**config.mk**
```make
export PLATFORM = sky130hd
export DESIGN_NAME = n_cycle_multiplier
export DESIGN_NICKNAME = d
export VERILOG_FILES = /design/src/rtl/n_cycle_mult_pkg.sv /design/src/rtl/n_cycle_multiplier_shift_add_step.sv /design/src/rtl/n_cycle_multiplier.sv
export SDC_FILE = /design/constraint.sdc
export NUM_CORES = 1
export LEC_CHECK = 0
export CAP_MARGIN = 20
export CORE_UTILIZATION = 40
export DETAILED_ROUTE_END_ITERATION = 8
export GPL_TIMING_DRIVEN = 0
export PLACE_DENSITY = 0.74
export SLEW_MARGIN = 5
export SYNTH_ARGS = -nofsm -noshare
export SYNTH_HDL_FRONTEND = slang
export SYNTH_SLANG_ARGS = --single-unit
export TNS_END_PERCENT = 1
```
**constraint.sdc**
```tcl
create_clock -name clock -period 2.35 [get_ports clock]
set_clock_uncertainty 0.15 [all_clocks]
set_input_delay 0.235 -clock clock [delete_from_list [all_inputs] [get_ports clock]]
set_output_delay 0.235 -clock clock [all_outputs]
set_load 0.1 [all_outputs]
```
**src/rtl/n_cycle_mult_pkg.sv**
```systemverilog
// Shared constants and state encoding for the n-cycle multiplier and its
// companion divider.
package n_cycle_mult_pkg;

   localparam int unsigned MULT_WIDTH = 8;
   localparam int unsigned MULT_CNT_W = $clog2(MULT_WIDTH);

   typedef enum logic [1:0] {
      IDLE = 2'd0,
      BUSY = 2'd1,
      ADD  = 2'd2
   } mult_state_e;

endpackage

```
**src/rtl/n_cycle_multiplier_shift_add_step.sv**
```systemverilog
// One radix-2 shift-add iteration: conditionally add the multiplicand into the
// upper half, then shift the {upper, lower} pair right by one bit.
module shift_add_step #(
   parameter int unsigned WIDTH = 8
) (
   input  logic [WIDTH:0]   acc,
   input  logic [WIDTH-1:0] mq,
   input  logic [WIDTH-1:0] dreg,
   output logic [WIDTH:0]   acc_next,
   output logic [WIDTH-1:0] mq_next
);

   logic [WIDTH:0] addend;
   logic [WIDTH:0] t;

   always_comb begin
      addend = mq[0] ? {1'b0, dreg} : '0;
      t      = acc + addend;
      // The bit shifted out of t becomes the new MSB of the lower half.
      acc_next = {1'b0, t[WIDTH:1]};
      mq_next  = {t[0], mq[WIDTH-1:1]};
   end

endmodule

```
**src/rtl/n_cycle_multiplier.sv**
```systemverilog
// Sequential unsigned multiply-add z = q*d + s, one multiplier bit per clock,
// under a start/busy/done handshake.
module n_cycle_multiplier
   import n_cycle_mult_pkg::*;
#(
   parameter int unsigned WIDTH = MULT_WIDTH
) (
   input  logic               clock,
   input  logic               reset,
   input  logic               start,
   input  logic [WIDTH-1:0]   q,
   input  logic [WIDTH-1:0]   d,
   input  logic [WIDTH-1:0]   s,
   output logic               busy,
   output logic               done,
   output logic [2*WIDTH-1:0] z
);

   localparam int unsigned CNT_W = (WIDTH > 1) ? $clog2(WIDTH) : 1;
   localparam logic [CNT_W-1:0] CNT_LAST = CNT_W'(WIDTH - 1);

   mult_state_e        state_q, state_d;
   logic [WIDTH:0]     acc_q, acc_d;
   logic [WIDTH-1:0]   mq_q, mq_d;
   logic [WIDTH-1:0]   dreg_q, dreg_d;
   logic [WIDTH-1:0]   sreg_q, sreg_d;
   logic [CNT_W-1:0]   cnt_q, cnt_d;
   logic [2*WIDTH-1:0] z_q, z_d;
   logic               done_q, done_d;

   logic [WIDTH:0]     acc_step;
   logic [WIDTH-1:0]   mq_step;

   shift_add_step #(
      .WIDTH (WIDTH)
   ) u_step (
      .acc      (acc_q),
      .mq       (mq_q),
      .dreg     (dreg_q),
      .acc_next (acc_step),
      .mq_next  (mq_step)
   );

   always_comb begin
      state_d = state_q;
      acc_d   = acc_q;
      mq_d    = mq_q;
      dreg_d  = dreg_q;
      sreg_d  = sreg_q;
      cnt_d   = cnt_q;
      z_d     = z_q;
      done_d  = 1'b0;

      case (state_q)
         IDLE: begin
            if (start) begin
               dreg_d  = d;
               sreg_d  = s;
               mq_d    = q;
               acc_d   = '0;
               cnt_d   = '0;
               state_d = BUSY;
            end
         end
         BUSY: begin
            acc_d = acc_step;
            mq_d  = mq_step;
            cnt_d = cnt_q + CNT_W'(1);
            if (cnt_q == CNT_LAST) begin
               state_d = ADD;
            end
         end
         ADD: begin
            // The product never exceeds 2*WIDTH bits, so acc's carry bit is 0 here.
            z_d     = {acc_q[WIDTH-1:0], mq_q} + {{WIDTH{1'b0}}, sreg_q};
            done_d  = 1'b1;
            state_d = IDLE;
         end
         default: begin
            state_d = IDLE;
         end
      endcase
   end

   always_ff @(posedge clock) begin
      if (reset) begin
         state_q <= IDLE;
         acc_q   <= '0;
         mq_q    <= '0;
         dreg_q  <= '0;
         sreg_q  <= '0;
         cnt_q   <= '0;
         z_q     <= '0;
         done_q  <= 1'b0;
      end else begin
         state_q <= state_d;
         acc_q   <= acc_d;
         mq_q    <= mq_d;
         dreg_q  <= dreg_d;
         sreg_q  <= sreg_d;
         cnt_q   <= cnt_d;
         z_q     <= z_d;
         done_q  <= done_d;
      end
   end

   assign busy = (state_q != IDLE);
   assign done = done_q;
   assign z    = z_q;

endmodule

```
# Word level (Yosys, flattened, before mapping)
# Cells that the tools add are included.
# totals
regBits	55
out_inout_bits	18
wordCells	33
inputBits	27
# op_classes
eq_ne	5
add_sub_neg	3
n_reduce_logical	6
muxes	11
# ops
op	count
$pmux 9 s2	1
$add 16x8->16	1
$mux 8	2
$pmux 8 s2	1
$add 9x9->9	1
$mux 9	1
$pmux 3 s2	1
$reduce_and 2->1	3
$mux 2	2
$ne 2x2->1 const B	2
$pmux 2 s2	1
$reduce_bool 2->1	2
$add 3x1->3 const B	1
$eq 3x3->1 const B	1
$mux 3	1
$eq 2x1->1 const B	1
$eq 2x2->1 const B	1
$logic_not 2->1	1
$mux 1	1

# Longest topological paths before layout
# Gate-level depths: netlist of run 1.
# logic_depth
depth_word	3
ltp_mapped	8
depth_no_buf	8

# Hierarchy
# Synthesis of run 1 repeated with hierarchy kept, for this count alone.
# unflattened
hier_cells	358
area_unflattened_um2	3011.6
# by_module_without_submodules
module	cells_each	seq_area_each_um2	area_per_inst_um2	instances
n_cycle_multiplier	301	1101.1	2562.5	1
shift_add_step	57	0.0	449.2	1

# Worst setup path before layout of run 1
# OpenSTA, ideal clock, no wires.
# synth_timing
path_kind	register -> register
start	register mq_q[0]
end	register acc_q[5]
path_slack_ns	0.309
stages_incl_launch_ff	8
arrival_time_ns	1.817
period_less_slack_ns	2.041
required_ns	2.126
path_cell_list	dfxtp_1 -> and2_1 -> ha_1 -> fa_1 -> a211o_1 -> a21oi_1 -> nand4b_1 -> a31oi_1
# synth_between
elab_chain_cells	3
# synth_lines
element	line	rtl
start, declared	n_cycle_multiplier.sv:24	logic [WIDTH-1:0] mq_q, mq_d;
start signal, assigned	n_cycle_multiplier.sv:98	mq_q <= mq_d;
$mux 8	n_cycle_multiplier_shift_add_step.sv:17	addend = mq[0] ? {1'b0, dreg} : '0;
$add 9x9->9	n_cycle_multiplier_shift_add_step.sv:18	t = acc + addend;
$pmux 9 s2	n_cycle_multiplier.sv:54	case (state_q)
end signal, assigned	n_cycle_multiplier.sv:88	acc_q <= '0;
end signal, assigned	n_cycle_multiplier.sv:97	acc_q <= acc_d;
end, declared	n_cycle_multiplier.sv:23	logic [WIDTH:0] acc_q, acc_d;
# No other way between the ends.
# A chain may end at the register's enable or synchronous reset.

# Worst setup path in the final report of run 1
# Ends and elaborated chain as after synthesis.

==> impl_results.html, run 1 <==
<table>
<tr><th>Metric</th><th>Value</th></tr>
<tr><th colspan="2">Outcome</th></tr>
<tr><td>Run status</td><td>complete, no violations</td></tr>
<tr><th colspan="2">Place</th></tr>
<tr><td>Quantity of I/O buffers inserted on ports</td><td>44</td></tr>
<tr><td>Worst setup slack after placement</td><td>between 0.01 and 0.015 ns</td></tr>
<tr><td>Final weighted congestion in routability-driven placement</td><td>between 0.8 and 0.9</td></tr>
<tr><td>Total half-perimeter wirelength after legalization and detailed placement</td><td>roughly 5000 microns</td></tr>
<tr><th colspan="2">GRT</th></tr>
<tr><td>Antenna violations before repair</td><td>0</td></tr>
<tr><td>Pin count of the biggest net entering global routing</td><td>17</td></tr>
<tr><td>Total grt overflow</td><td>0</td></tr>
<tr><td>Global-route wire length before repair</td><td>~11000 microns</td></tr>
<tr><td>Vias in the first global route</td><td>about 2400</td></tr>
<tr><td>Global-route total usage across every layer</td><td>0.195</td></tr>
<tr><th colspan="2">Critical path</th></tr>
<tr><td>Endpoint required time on the critical path</td><td>around 2.4 ns</td></tr>
<tr><td>Crit Reg-Reg Startpoint</td><td>mq_q[0]</td></tr>
<tr><td>Cell Chain, Critical Path</td><td>and2_1 -&gt; ha_1 -&gt; fa_2 -&gt; a211o_1 -&gt; a21oi_1 -&gt; nand4b_1 -&gt; a31oi_1</td></tr>
<tr><td>Path type of the worst setup path</td><td>register to register</td></tr>
<tr><td>Flop2flop setup slack</td><td>around 0.11 ns</td></tr>
<tr><td>Critical-path maximum fanout</td><td>10</td></tr>
<tr><td>Type of element launching the critical path</td><td>register</td></tr>
<tr><td>Crit-path slowest cell</td><td>dfxtp_2</td></tr>
<tr><td>Number of cell instances on the worst register-to-register path</td><td>7</td></tr>
<tr><td>Slowest Stage Delay on Critical Path</td><td>~0.40 ns</td></tr>
<tr><td>Capture point of the worst reg-to-reg path</td><td>acc_q[5]</td></tr>
<tr><td>Cell type group with the largest total delay on the critical path</td><td>compound AO/OA/AOI/OAI gates</td></tr>
<tr><td>Nature of the critical path endpoint</td><td>register</td></tr>
<tr><td>Critical Path AT</td><td>around 2.3 ns</td></tr>
<tr><td>Total buffers and inverters traversed by the critical path</td><td>0</td></tr>
<tr><th colspan="2">Finish</th></tr>
<tr><td>Fraction of layout cells with a size suffix above 1</td><td>0.0515</td></tr>
<tr><td>Ant. Diodes</td><td>0</td></tr>
<tr><td>Storage element area</td><td>roughly 0.0011 sq mm</td></tr>
<tr><td>Multi-input combinational cell area</td><td>between 0.0015 and 0.002 sq mm</td></tr>
<tr><td>Final core occ</td><td>0.530</td></tr>
<tr><td>Fill cell total of the finished layout</td><td>between 600 and 700</td></tr>
<tr><td>Total number of nets in the final design</td><td>434</td></tr>
<tr><td>Area growth from synthesis to layout</td><td>24.8%</td></tr>
<tr><th colspan="2">Timing</th></tr>
<tr><td>Final TNS setup</td><td>0 ns</td></tr>
<tr><td>Crit path time final</td><td>around 2.2 ns</td></tr>
<tr><td>Hold slack final</td><td>~0.30 ns</td></tr>
<tr><td>Fmax achieved</td><td>446 MHz</td></tr>
<tr><td>Relative slew slack</td><td>0.352</td></tr>
<tr><td>Least-Margin Pin Slew</td><td>slightly below 1 ns</td></tr>
<tr><td>Hold Vio Cnt, Final</td><td>0</td></tr>
<tr><td># setup viols final</td><td>0</td></tr>
<tr><td>Final cycle utilization of the critical path</td><td>0.954</td></tr>
<tr><td>Crit path setup slack, layout</td><td>around 0.11 ns</td></tr>
<tr><td>Unrepaired setup endpoints after global routing</td><td>false</td></tr>
<tr><td>Max Slew Vio Count</td><td>0</td></tr>
<tr><th colspan="2">Yosys</th></tr>
<tr><td>Async S/R FF share, synth</td><td>0</td></tr>
<tr><td>Cell area after synthesis</td><td>~0.0028 sq mm</td></tr>
<tr><td>Cell count after synthesis</td><td>336</td></tr>
<tr><td>Net Count, Synth</td><td>383</td></tr>
<tr><td>Library cell with the largest summed area after synthesis</td><td>dfxtp_1</td></tr>
<tr><td>Fraction of the yosys area taken by sequential cells</td><td>0.390</td></tr>
<tr><td>Synth cell types</td><td>42</td></tr>
<tr><td>Top_reg_cell synth</td><td>dfxtp_1</td></tr>
<tr><td>Flip-flop and latch count after synthesis</td><td>54</td></tr>
<tr><td>Synth top area cells</td><td>dfxtp_1 (39%), a21oi_1 (9.4%), nand2_1 (8.3%)</td></tr>
<tr><td>Yosys warning count</td><td>0</td></tr>
<tr><td>Share of Yosys cell area claimed by the top area cell type</td><td>0.390</td></tr>
<tr><td>Number of flops mapped to enable cells by yosys</td><td>0</td></tr>
<tr><td>Average cell area after synthesis</td><td>8.26 sq um</td></tr>
<tr><th colspan="2">CTS</th></tr>
<tr><td>Worst skew pair latency</td><td>0.31 ns</td></tr>
<tr><td>CTS HTree Levels</td><td>2</td></tr>
<tr><td>Worst-path clk slew</td><td>0.10 ns</td></tr>
<tr><td>Clk sink count</td><td>54</td></tr>
<tr><td>CTS tree</td><td>yes</td></tr>
<tr><td>Post-CTS Setup Bufs</td><td>0</td></tr>
<tr><td>Quantity of hold-fixing buffers added after cts</td><td>0</td></tr>
<tr><td>Total clock buffers created by CTS</td><td>5</td></tr>
<tr><td>Total of cells resized after clock tree synthesis</td><td>2</td></tr>
<tr><td>Maximum clock path buffer count</td><td>2</td></tr>
<tr><td>Root buf cell</td><td>clkbuf_8</td></tr>
<tr><th colspan="2">Flow run</th></tr>
<tr><td>Max Cap Violations</td><td>0</td></tr>
<tr><th colspan="2">Floorplanning</th></tr>
<tr><td>Num rows</td><td>29</td></tr>
<tr><td>Chip width</td><td>between 80 and 90 microns</td></tr>
<tr><td>Effective utilization at floorplan</td><td>0.425</td></tr>
<tr><td>IO Pins</td><td>45</td></tr>
<tr><td>Height of the die</td><td>85.3 microns</td></tr>
<tr><td>Die area</td><td>between 0.007 and 0.008 sq mm</td></tr>
<tr><td>Core Box Area</td><td>approximately 0.0065 sq mm</td></tr>
<tr><th colspan="2">Hold path</th></tr>
<tr><td>Worst Hold Depth</td><td>2</td></tr>
<tr><td>Path category of the worst min-delay check</td><td>register to register</td></tr>
<tr><td>Endpoint of the worst hold-timing path</td><td>z[3]</td></tr>
<tr><td>Hold Path Origin</td><td>z[3]</td></tr>
<tr><th colspan="2">Power</th></tr>
<tr><td>PwrDens</td><td>around 570 mW/mm^2</td></tr>
<tr><td>Leakage power</td><td>around 1.4 nW</td></tr>
<tr><td>Worst VDD drop</td><td>around 310 uV</td></tr>
<tr><th colspan="2">Routing</th></tr>
<tr><td>Routed len/inst</td><td>approximately 15 microns</td></tr>
<tr><td>Count of vias placed by the detailed router</td><td>~2600</td></tr>
<tr><td>Count of unresolved DRC violations after routing</td><td>0</td></tr>
<tr><td>Routed vias/inst</td><td>5.52</td></tr>
<tr><td>Antenna Nets Post-Route</td><td>0</td></tr>
<tr><td>Routed wire length</td><td>6850 microns</td></tr>
<tr><td>First-pass iteration count of the detailed router</td><td>4</td></tr>
<tr><td>Iteration-0 DRC count of the detailed router</td><td>99</td></tr>
</table>
sequential cells by signal, summed over array words and instances (netlist names):
signal	flops
acc_q	8
cnt_q	3
done	1
dreg_q	8
mq_q	8
sreg_q	8
state_q	2
z	16
cells in the final DEF, fill, tap and decap left out, types with 3 or more instances in the layout:
| master | synthesis | routed |
|---|---|---|
| a211o_1 | 3 | 3 |
| a211oi_1 | 4 | 3 |
| a21o_1 | 5 | 5 |
| a21oi_1 | 52 | 52 |
| a22oi_1 | 8 | 8 |
| a31oi_1 | 3 | 3 |
| and2_1 | 9 | 9 |
| and3_1 | 5 | 5 |
| buf_1 | 3 | 3 |
| buf_2 | 5 | 5 |
| clkbuf_1 | 9 | 9 |
| clkbuf_8 | 0 | 6 |
| clkdlybuf4s50_1 | 0 | 43 |
| dfxtp_1 | 54 | 53 |
| ha_1 | 18 | 18 |
| inv_1 | 5 | 5 |
| nand2_1 | 61 | 61 |
| nand3_1 | 10 | 10 |
| nor2_1 | 16 | 16 |
| nor3_1 | 3 | 3 |
| o211ai_1 | 7 | 7 |
| o21ai_0 | 14 | 13 |
| xnor2_1 | 6 | 6 |
| xor2_1 | 9 | 9 |
per-layer routing:
layer	global-route usage	share of wire	wire length (microns)	vias up
met5	0	0	0	-
met4	0.0394	0.0070	48	0
met3	0.0350	0.052	359	5
met2	0.317	0.45	3060	78
met1	0.273	0.49	3380	1196
li1	-	-	-	1289
power breakdown:
group / internal, mW / leakage, nW / switching, mW
Combinational: 0.105 / 0.892 / 0.142
Clock: 0.454 / 0.0714 / 0.310
Sequential: 0.945 / 0.440 / 0.0283
worst reg2reg max path, delay by kind of cell, from the launching register on:
kind / cells / cell delay, ns
AOI/OAI and AO/OA: 3 / 0.69
DFF: 1 / 0.40
adders and majority gates: 2 / 0.63
and+or+nand+nor: 2 / 0.30
cell usage after synthesis, types with 2 or more instances:
cell       n
a22oi_1    8
o21ai_0   14
a21oi_1   52
nand2b_1   2
a22o_1     2
a31oi_1    3
nand3_1   10
clkbuf_1   9
xor2_1     9
mux2i_1    2
ha_1      18
inv_1      5
xnor2_1    6
a211oi_1   4
a21o_1     5
nand2_1   61
nand4_1    2
o211ai_1   7
buf_2      5
nor3_1     3
and2_1     9
a211o_1    3
nor2b_1    2
nor4b_1    2
buf_1      3
fa_1       2
dfxtp_1   54
and3_1     5
nor2_1    16
cells by family after synthesis:
family          count (synthesis)  synth area share
buf+inv                        22            0.0320
simple gates                  118             0.197
xor+xnor                       15            0.0474
mux                             2           0.00722
flops                          54             0.390
fa+ha+maj                      20            0.0956
compound gates                105             0.231
per-stage QoR:
stage                     total power, mW  area [sq um]  std cells
final                                1.98          3460        465
after global routing                 2.06          3460        465
after CTS                            1.99          3450        465
after detailed placement             1.24          3310        457
after global placement               1.23          3310        457
after floorplan                      1.14          2770        336
layout make-up:
type,count,area share
multi-input cells,260,0.466
repair buffers,44,0.127
clock inverters,2,0.0174
clock buffers,6,0.0239
flip-flops and latches,54,0.313
inverters,5,0.00542
well taps,77,0.0278
plain buffers,17,0.0202
worst max-delay path by stage:
stage | startpoint | endpoint | slack (ns) | cells after the start
after floorplan | mq_q[0] | acc_q[5] | 0.31 | 7
after global placement | mq_q[0] | acc_q[6] | 0.04 | 7
after detailed placement | mq_q[0] | acc_q[5] | 0.01 | 7
after CTS | mq_q[0] | acc_q[5] | 0.07 | 7
after global routing | mq_q[0] | acc_q[5] | 0.002 | 7
final | mq_q[0] | acc_q[5] | 0.11 | 7
Note: power is estimated with default switching activity, not from simulation.
==> run 2, diff against run 1 <==
--- a/config.mk
+++ b/config.mk
@@ -10,6 +10,7 @@
 export DETAILED_ROUTE_END_ITERATION = 8
 export GPL_TIMING_DRIVEN = 0
 export PLACE_DENSITY = 0.74
+export SKIP_CTS_REPAIR_TIMING = 1
 export SLEW_MARGIN = 5
 export SYNTH_ARGS = -nofsm -noshare
 export SYNTH_HDL_FRONTEND = slang
==> run 2 against run 1 <==
  * Setup slack hardly changed
  * Clock power is essentially flat
  * Count of clock-buffer cells in the layout did not move
  * Critical path type unchanged
  * Largest cell class unchanged
==> impl_results.html, run 2 (synthesis results as in run 1) <==
<table>
<tr><th>Metric</th><th>Value</th></tr>
<tr><th colspan="2">Outcome</th></tr>
<tr><td>Run status</td><td>complete, no violations</td></tr>
<tr><th colspan="2">Finish</th></tr>
<tr><td>Most common cell after layout, fill and taps aside</td><td>nand2_1</td></tr>
<tr><td>Multi-input combinational cell area</td><td>roughly 0.0016 sq mm</td></tr>
<tr><td>Commonest non-fill, non-tap cells in the layout</td><td>nand2_1 (61), dfxtp_1 (53), a21oi_1 (52)</td></tr>
<tr><td>Storage element area</td><td>approximately 0.0011 sq mm</td></tr>
<tr><td>Count of placed standard cells in the final layout, fillers left out</td><td>465</td></tr>
<tr><td>Ant. Diodes</td><td>0</td></tr>
<tr><td>Final core occ</td><td>0.530</td></tr>
<tr><td>Fill cell total of the finished layout</td><td>620</td></tr>
<tr><td>Number of flip-flops under the largest register name</td><td>16</td></tr>
<tr><td>Area growth from synthesis to layout</td><td>24.9%</td></tr>
<tr><td>Fraction of layout cells with a size suffix above 1</td><td>0.0515</td></tr>
<tr><td>Total number of nets in the final design</td><td>434</td></tr>
<tr><th colspan="2">Routing</th></tr>
<tr><td>Routed wire length</td><td>slightly below 7000 microns</td></tr>
<tr><td>Count of unresolved DRC violations after routing</td><td>0</td></tr>
<tr><td>Routed len/inst</td><td>between 10 and 15 microns</td></tr>
<tr><td>Count of vias placed by the detailed router</td><td>between 2000 and 3000</td></tr>
<tr><td>Antenna Nets Post-Route</td><td>0</td></tr>
<tr><td>Routed vias/inst</td><td>5.52</td></tr>
<tr><td>Iteration-0 DRC count of the detailed router</td><td>~100</td></tr>
<tr><td>First-pass iteration count of the detailed router</td><td>4</td></tr>
<tr><th colspan="2">Floorplanning</th></tr>
<tr><td>Chip width</td><td>between 80 and 90 microns</td></tr>
<tr><td>Height of the die</td><td>~85 microns</td></tr>
<tr><td>Core Box Area</td><td>between 0.006 and 0.007 sq mm</td></tr>
<tr><td>Num rows</td><td>29</td></tr>
<tr><td>Effective utilization at floorplan</td><td>0.425</td></tr>
<tr><td>Die area</td><td>0.00727 sq mm</td></tr>
<tr><td>IO Pins</td><td>45</td></tr>
<tr><th colspan="2">Timing</th></tr>
<tr><td>Max Slew Vio Count</td><td>0</td></tr>
<tr><td>Fmax achieved</td><td>446 MHz</td></tr>
<tr><td>Relative slew slack</td><td>0.352</td></tr>
<tr><td>Crit path time final</td><td>2.24 ns</td></tr>
<tr><td>Least-Margin Pin Slew</td><td>0.969 ns</td></tr>
<tr><td>Unrepaired setup endpoints after global routing</td><td>false</td></tr>
<tr><td>Final cycle utilization of the critical path</td><td>0.954</td></tr>
<tr><td># setup viols final</td><td>0</td></tr>
<tr><td>Hold slack final</td><td>~0.3 ns</td></tr>
<tr><td>Hold Vio Cnt, Final</td><td>0</td></tr>
<tr><th colspan="2">Hold path</th></tr>
<tr><td>Path category of the worst min-delay check</td><td>register to register</td></tr>
<tr><th colspan="2">Critical path</th></tr>
<tr><td>Crit-path slowest cell</td><td>dfxtp_2</td></tr>
<tr><td>Path type of the worst setup path</td><td>register to register</td></tr>
<tr><td>Critical Path AT</td><td>between 2 and 2.5 ns</td></tr>
<tr><td>Cell Chain, Critical Path</td><td>and2_1 -&gt; ha_1 -&gt; fa_2 -&gt; a211o_1 -&gt; a21oi_1 -&gt; nand4b_1 -&gt; a31oi_1</td></tr>
<tr><td>Cell type group with the largest total delay on the critical path</td><td>compound AO/OA/AOI/OAI gates</td></tr>
<tr><td>Total buffers and inverters traversed by the critical path</td><td>0</td></tr>
<tr><td>Critical-path maximum fanout</td><td>10</td></tr>
<tr><td>Slowest Stage Delay on Critical Path</td><td>0.40 ns</td></tr>
<tr><td>Nature of the critical path endpoint</td><td>register</td></tr>
<tr><td>Type of element launching the critical path</td><td>register</td></tr>
<tr><td>Endpoint required time on the critical path</td><td>about 2.4 ns</td></tr>
<tr><th colspan="2">Power</th></tr>
<tr><td>Leakage power</td><td>between 1 and 1.5 nW</td></tr>
<tr><td>Worst VDD drop</td><td>314 uV</td></tr>
<tr><td>PwrDens</td><td>around 570 mW/mm^2</td></tr>
<tr><td>Sum of internal, switching and leakage power</td><td>slightly below 2 mW</td></tr>
<tr><th colspan="2">CTS</th></tr>
<tr><td>Maximum clock path buffer count</td><td>2</td></tr>
<tr><td>Worst-path clk slew</td><td>around 0.10 ns</td></tr>
<tr><td>Worst skew pair latency</td><td>around 0.31 ns</td></tr>
<tr><td>Total clock buffers created by CTS</td><td>5</td></tr>
<tr><td>Clk sink count</td><td>between 50 and 60</td></tr>
<tr><td>Root buf cell</td><td>clkbuf_8</td></tr>
<tr><td>CTS tree</td><td>yes</td></tr>
<tr><td>CTS HTree Levels</td><td>2</td></tr>
<tr><th colspan="2">GRT</th></tr>
<tr><td>Global-route wire length before repair</td><td>roughly 11000 microns</td></tr>
<tr><td>Vias in the first global route</td><td>approximately 2400</td></tr>
<tr><td>Total grt overflow</td><td>0</td></tr>
<tr><td>Global-route total usage across every layer</td><td>0.195</td></tr>
<tr><td>Pin count of the biggest net entering global routing</td><td>17</td></tr>
<tr><td>Antenna violations before repair</td><td>0</td></tr>
<tr><th colspan="2">Place</th></tr>
<tr><td>Placed Instances</td><td>~460</td></tr>
<tr><td>Total half-perimeter wirelength after legalization and detailed placement</td><td>around 5000 microns</td></tr>
<tr><td>Final weighted congestion in routability-driven placement</td><td>between 0.8 and 0.9</td></tr>
<tr><td>Quantity of I/O buffers inserted on ports</td><td>44</td></tr>
<tr><th colspan="2">Flow run</th></tr>
<tr><td>Max Cap Violations</td><td>0</td></tr>
</table>
-- run 2: metal layers --
layer  vias to the layer above  routed length (microns)  part of all wire  global-route usage
met5                         -                        0                 0                   0
met3                         5                      359             0.052              0.0350
met2                        78                     3060              0.45               0.317
met4                         0                       48            0.0070              0.0394
met1                      1196                     3380              0.49               0.273
li1                       1289                        -                 -                   -
-- run 2: path summary, 6_finish.rpt --
| kind | from | end | slack (ns) | depth (start not counted) |
|---|---|---|---|---|
| worst max register to register | mq_q[0] | acc_q[5] | 0.11 | 7 |
| worst min register to register | z[3] | z[3] | 0.30 | 2 |
| worst max-delay path | mq_q[0] | acc_q[5] | 0.11 | 7 |
| worst min-delay path | z[3] | z[3] | 0.30 | 2 |
-- run 2: final cells by class --
| cell class | instances | share of cell area |
|---|---|---|
| clock inverters | 2 | 0.0173 |
| clock buffers | 6 | 0.0238 |
| repair buffers | 44 | 0.128 |
| multi-input cells | 260 | 0.465 |
| flip-flops and latches | 54 | 0.312 |
| inverters | 5 | 0.00542 |
| plain buffers | 17 | 0.0202 |
| well taps | 77 | 0.0278 |
-- run 2: stage by stage --
| step | cell area, sq um | worst slack, ns | TNS [ns] |
|---|---|---|---|
| floorplan | 2770 | 0.309 | 0 |
| global placement | 3310 | 0.0385 | 0 |
| detailed placement | 3310 | 0.0140 | 0 |
| CTS | 3450 | -0.0187 | -0.0438 |
| global route | 3460 | 0.00168 | 0 |
| finish | 3460 | 0.107 | 0 |
-- run 2: where the power goes --
group / total, mW / switching (mW) / internal (mW) / leakage, nW
combinational: 0.247 / 0.142 / 0.106 / 0.903
clock: 0.765 / 0.310 / 0.454 / 0.0714
sequential: 0.974 / 0.0283 / 0.945 / 0.440
total: 1.99 / 0.480 / 1.51 / 1.41
-- run 2: worst register-to-register path: cells and delay by family (launching register included) --
family                     cells  cell delay, ns
AOI/OAI and AO/OA              3            0.69
adders and majority gates      2            0.63
DFF                            1            0.40
and+or+nand+nor                2            0.30
==> run 3, diff against run 2 <==
--- a/config.mk
+++ b/config.mk
@@ -6,10 +6,10 @@
 export NUM_CORES = 1
 export LEC_CHECK = 0
 export CAP_MARGIN = 20
-export CORE_UTILIZATION = 40
+export CORE_UTILIZATION = 50
 export DETAILED_ROUTE_END_ITERATION = 8
 export GPL_TIMING_DRIVEN = 0
-export PLACE_DENSITY = 0.74
+export PLACE_DENSITY = 0.86
 export SKIP_CTS_REPAIR_TIMING = 1
 export SLEW_MARGIN = 5
 export SYNTH_ARGS = -nofsm -noshare
==> run 3 against run 2 <==
  * Die area down 20%
  * Critical endpoint is now acc_q[6]
  * Setup slack improved by 0.050 ns
  * Non-clock buffer count did not move
  * Highest routed layer unchanged
  * Fmax is 2.3% higher
==> impl_results.html, run 3 (synthesis results as in run 1) <==
<table>
<tr><th>Metric</th><th>Value</th></tr>
<tr><th colspan="2">Outcome</th></tr>
<tr><td>Run status</td><td>complete, no violations</td></tr>
<tr><th colspan="2">GRT</th></tr>
<tr><td>Total grt overflow</td><td>0</td></tr>
<tr><td>Global-route wire length before repair</td><td>about 11000 microns</td></tr>
<tr><td>Global-route total usage across every layer</td><td>0.241</td></tr>
<tr><td>Vias in the first global route</td><td>2420</td></tr>
<tr><td>Pin count of the biggest net entering global routing</td><td>19</td></tr>
<tr><td>Antenna violations before repair</td><td>0</td></tr>
<tr><th colspan="2">CTS</th></tr>
<tr><td>CTS HTree Levels</td><td>2</td></tr>
<tr><td>Total clock buffers created by CTS</td><td>5</td></tr>
<tr><td>Worst-path clk slew</td><td>~0.11 ns</td></tr>
<tr><td>Maximum clock path buffer count</td><td>2</td></tr>
<tr><td>Root buf cell</td><td>clkbuf_8</td></tr>
<tr><td>CTS tree</td><td>yes</td></tr>
<tr><td>Clk sink count</td><td>54</td></tr>
<tr><td>Worst skew pair latency</td><td>roughly 0.31 ns</td></tr>
<tr><th colspan="2">Critical path</th></tr>
<tr><td>Flop2flop setup slack</td><td>between 0.15 and 0.2 ns</td></tr>
<tr><td>Type of element launching the critical path</td><td>register</td></tr>
<tr><td>Endpoint required time on the critical path</td><td>approximately 2.4 ns</td></tr>
<tr><td>Crit Reg-Reg Startpoint</td><td>mq_q[0]</td></tr>
<tr><td>Capture point of the worst reg-to-reg path</td><td>acc_q[6]</td></tr>
<tr><td>Number of cell instances on the worst register-to-register path</td><td>7</td></tr>
<tr><td>Nature of the critical path endpoint</td><td>register</td></tr>
<tr><td>Critical-path maximum fanout</td><td>10</td></tr>
<tr><td>Path type of the worst setup path</td><td>register to register</td></tr>
<tr><td>Critical Path AT</td><td>roughly 2.2 ns</td></tr>
<tr><th colspan="2">Timing</th></tr>
<tr><td>Least-Margin Pin Slew</td><td>approximately 0.97 ns</td></tr>
<tr><td>Crit path setup slack, layout</td><td>0.157 ns</td></tr>
<tr><td>Crit path time final</td><td>2.19 ns</td></tr>
<tr><td>Unrepaired setup endpoints after global routing</td><td>false</td></tr>
<tr><td>Relative slew slack</td><td>0.350</td></tr>
<tr><td>Fmax achieved</td><td>around 460 MHz</td></tr>
<tr><td>Final cycle utilization of the critical path</td><td>0.933</td></tr>
<tr><td>Max Slew Vio Count</td><td>0</td></tr>
<tr><td>Hold Vio Cnt, Final</td><td>0</td></tr>
<tr><td># setup viols final</td><td>0</td></tr>
<tr><th colspan="2">Finish</th></tr>
<tr><td>Ant. Diodes</td><td>0</td></tr>
<tr><td>Area growth from synthesis to layout</td><td>23.7%</td></tr>
<tr><td>Count of placed standard cells in the final layout, fillers left out</td><td>458</td></tr>
<tr><td>Multi-input combinational cell area</td><td>roughly 0.0016 sq mm</td></tr>
<tr><td>Fill cell total of the finished layout</td><td>approximately 430</td></tr>
<tr><td>Storage element area</td><td>roughly 0.0011 sq mm</td></tr>
<tr><td>Fraction of layout cells with a size suffix above 1</td><td>0.0515</td></tr>
<tr><td>Total number of nets in the final design</td><td>about 430</td></tr>
<tr><td>Most common cell after layout, fill and taps aside</td><td>nand2_1</td></tr>
<tr><td>Number of flip-flops under the largest register name</td><td>16</td></tr>
<tr><td>Total non-filler cell area in the finished layout</td><td>approximately 0.0034 sq mm</td></tr>
<tr><td>Commonest non-fill, non-tap cells in the layout</td><td>nand2_1 (61), dfxtp_1 (53), a21oi_1 (51)</td></tr>
<tr><th colspan="2">Floorplanning</th></tr>
<tr><td>Die area</td><td>around 0.006 sq mm</td></tr>
<tr><td>Chip width</td><td>76.5 microns</td></tr>
<tr><td>Effective utilization at floorplan</td><td>0.530</td></tr>
<tr><td>IO Pins</td><td>45</td></tr>
<tr><td>Core Box Area</td><td>between 0.005 and 0.006 sq mm</td></tr>
<tr><td>Num rows</td><td>26</td></tr>
<tr><td>Height of the die</td><td>around 76 microns</td></tr>
<tr><th colspan="2">Routing</th></tr>
<tr><td>Routed vias/inst</td><td>5.72</td></tr>
<tr><td>Iteration-0 DRC count of the detailed router</td><td>about 160</td></tr>
<tr><td>First-pass iteration count of the detailed router</td><td>5</td></tr>
<tr><td>Routed len/inst</td><td>14.4 microns</td></tr>
<tr><td>Count of vias placed by the detailed router</td><td>2620</td></tr>
<tr><td>Routed wire length</td><td>around 6600 microns</td></tr>
<tr><td>Antenna Nets Post-Route</td><td>0</td></tr>
<tr><td>Count of unresolved DRC violations after routing</td><td>0</td></tr>
<tr><th colspan="2">Place</th></tr>
<tr><td>Placed Instances</td><td>450</td></tr>
<tr><td>Post-DP Area</td><td>about 0.0033 sq mm</td></tr>
<tr><td>Quantity of I/O buffers inserted on ports</td><td>44</td></tr>
<tr><td>Worst setup slack after placement</td><td>between 0.05 and 0.06 ns</td></tr>
<tr><td>Total half-perimeter wirelength after legalization and detailed placement</td><td>4950 microns</td></tr>
<tr><td>Final weighted congestion in routability-driven placement</td><td>0.889</td></tr>
<tr><th colspan="2">Power</th></tr>
<tr><td>PwrDens</td><td>~540 mW/mm^2</td></tr>
<tr><td>Worst VDD drop</td><td>just over 400 uV</td></tr>
<tr><td>Leakage power</td><td>approximately 1.4 nW</td></tr>
<tr><td>Sum of internal, switching and leakage power</td><td>approximately 1.9 mW</td></tr>
<tr><th colspan="2">Hold path</th></tr>
<tr><td>Worst Hold Depth</td><td>2</td></tr>
<tr><td>Endpoint of the worst hold-timing path</td><td>dreg_q[4]</td></tr>
<tr><td>Path category of the worst min-delay check</td><td>register to register</td></tr>
<tr><td>Hold Path Origin</td><td>dreg_q[4]</td></tr>
<tr><th colspan="2">Flow run</th></tr>
<tr><td>Max Cap Violations</td><td>0</td></tr>
</table>
==> run 3: cell count changes in the layout (fill, tap and decap cells not counted), sizes merged <==
cell    before  now
inv          5    6
clkinv       0    1
bufinv       2    1
clkbuf      15   14
==> run 3: per-layer routing <==
layer / track usage / up-vias / wire (microns)
met1: 0.324 / 1173 / 2920
met4: 0.0923 / 0 / 141
met5: 0 / - / 0
li1: - / 1305 / -
met2: 0.378 / 121 / 3040
met3: 0.0503 / 21 / 510
==> run 3: stage by stage <==
step                      setup TNS (ns)  utilization  hold slack (ns)
after floorplan                        0            -            0.221
after detailed placement               0        0.630            0.293
after global placement                 0        0.630            0.289
after global routing                   0        0.655            0.306
after CTS                        -0.0432        0.653            0.307
final                                  0        0.655            0.305
==> run 3: how the worst max path moves through the flow <==
stage               start        to  slack [ns]  depth (start not counted)
2_1_floorplan     mq_q[0]  acc_q[5]        0.31                          7
3_3_place_gp      mq_q[0]  acc_q[7]        0.05                          8
3_5_place_dp      mq_q[0]  acc_q[6]        0.05                          7
4_1_cts        state_q[0]      busy       -0.04                          3
5_1_grt           mq_q[0]  acc_q[5]        0.03                          7
6_report          mq_q[0]  acc_q[6]        0.16                          7
==> run 3: final cells by class <==
class                           count  share of cell area
Buffer                             17              0.0204
Clock buffer                        5              0.0201
Clock inverter                      3              0.0139
Inverter                            5             0.00547
Multi-Input combinational cell    260               0.469
Sequential cell                    54               0.316
Tap cell                           70              0.0255
Timing Repair Buffer               44               0.129
==> run 3: power breakdown <==
| part | switching (mW) | internal [mW] | leakage [nW] | total, mW |
|---|---|---|---|---|
| Clock | 0.322 | 0.323 | 0.0587 | 0.645 |
| Combinational | 0.144 | 0.106 | 0.902 | 0.250 |
| Sequential | 0.0264 | 0.945 | 0.440 | 0.971 |
| Total | 0.492 | 1.37 | 1.40 | 1.87 |
==> run 3: worst max-delay path, stage by stage, from the launching register on <==
cell and delay (ns):
dfxtp_4 0.40, and2_1 0.20, ha_1 0.30, a211oi_1 0.34, o211ai_1 0.16, a21oi_1 0.22, mux2i_1 0.22, o41ai_1 0.09
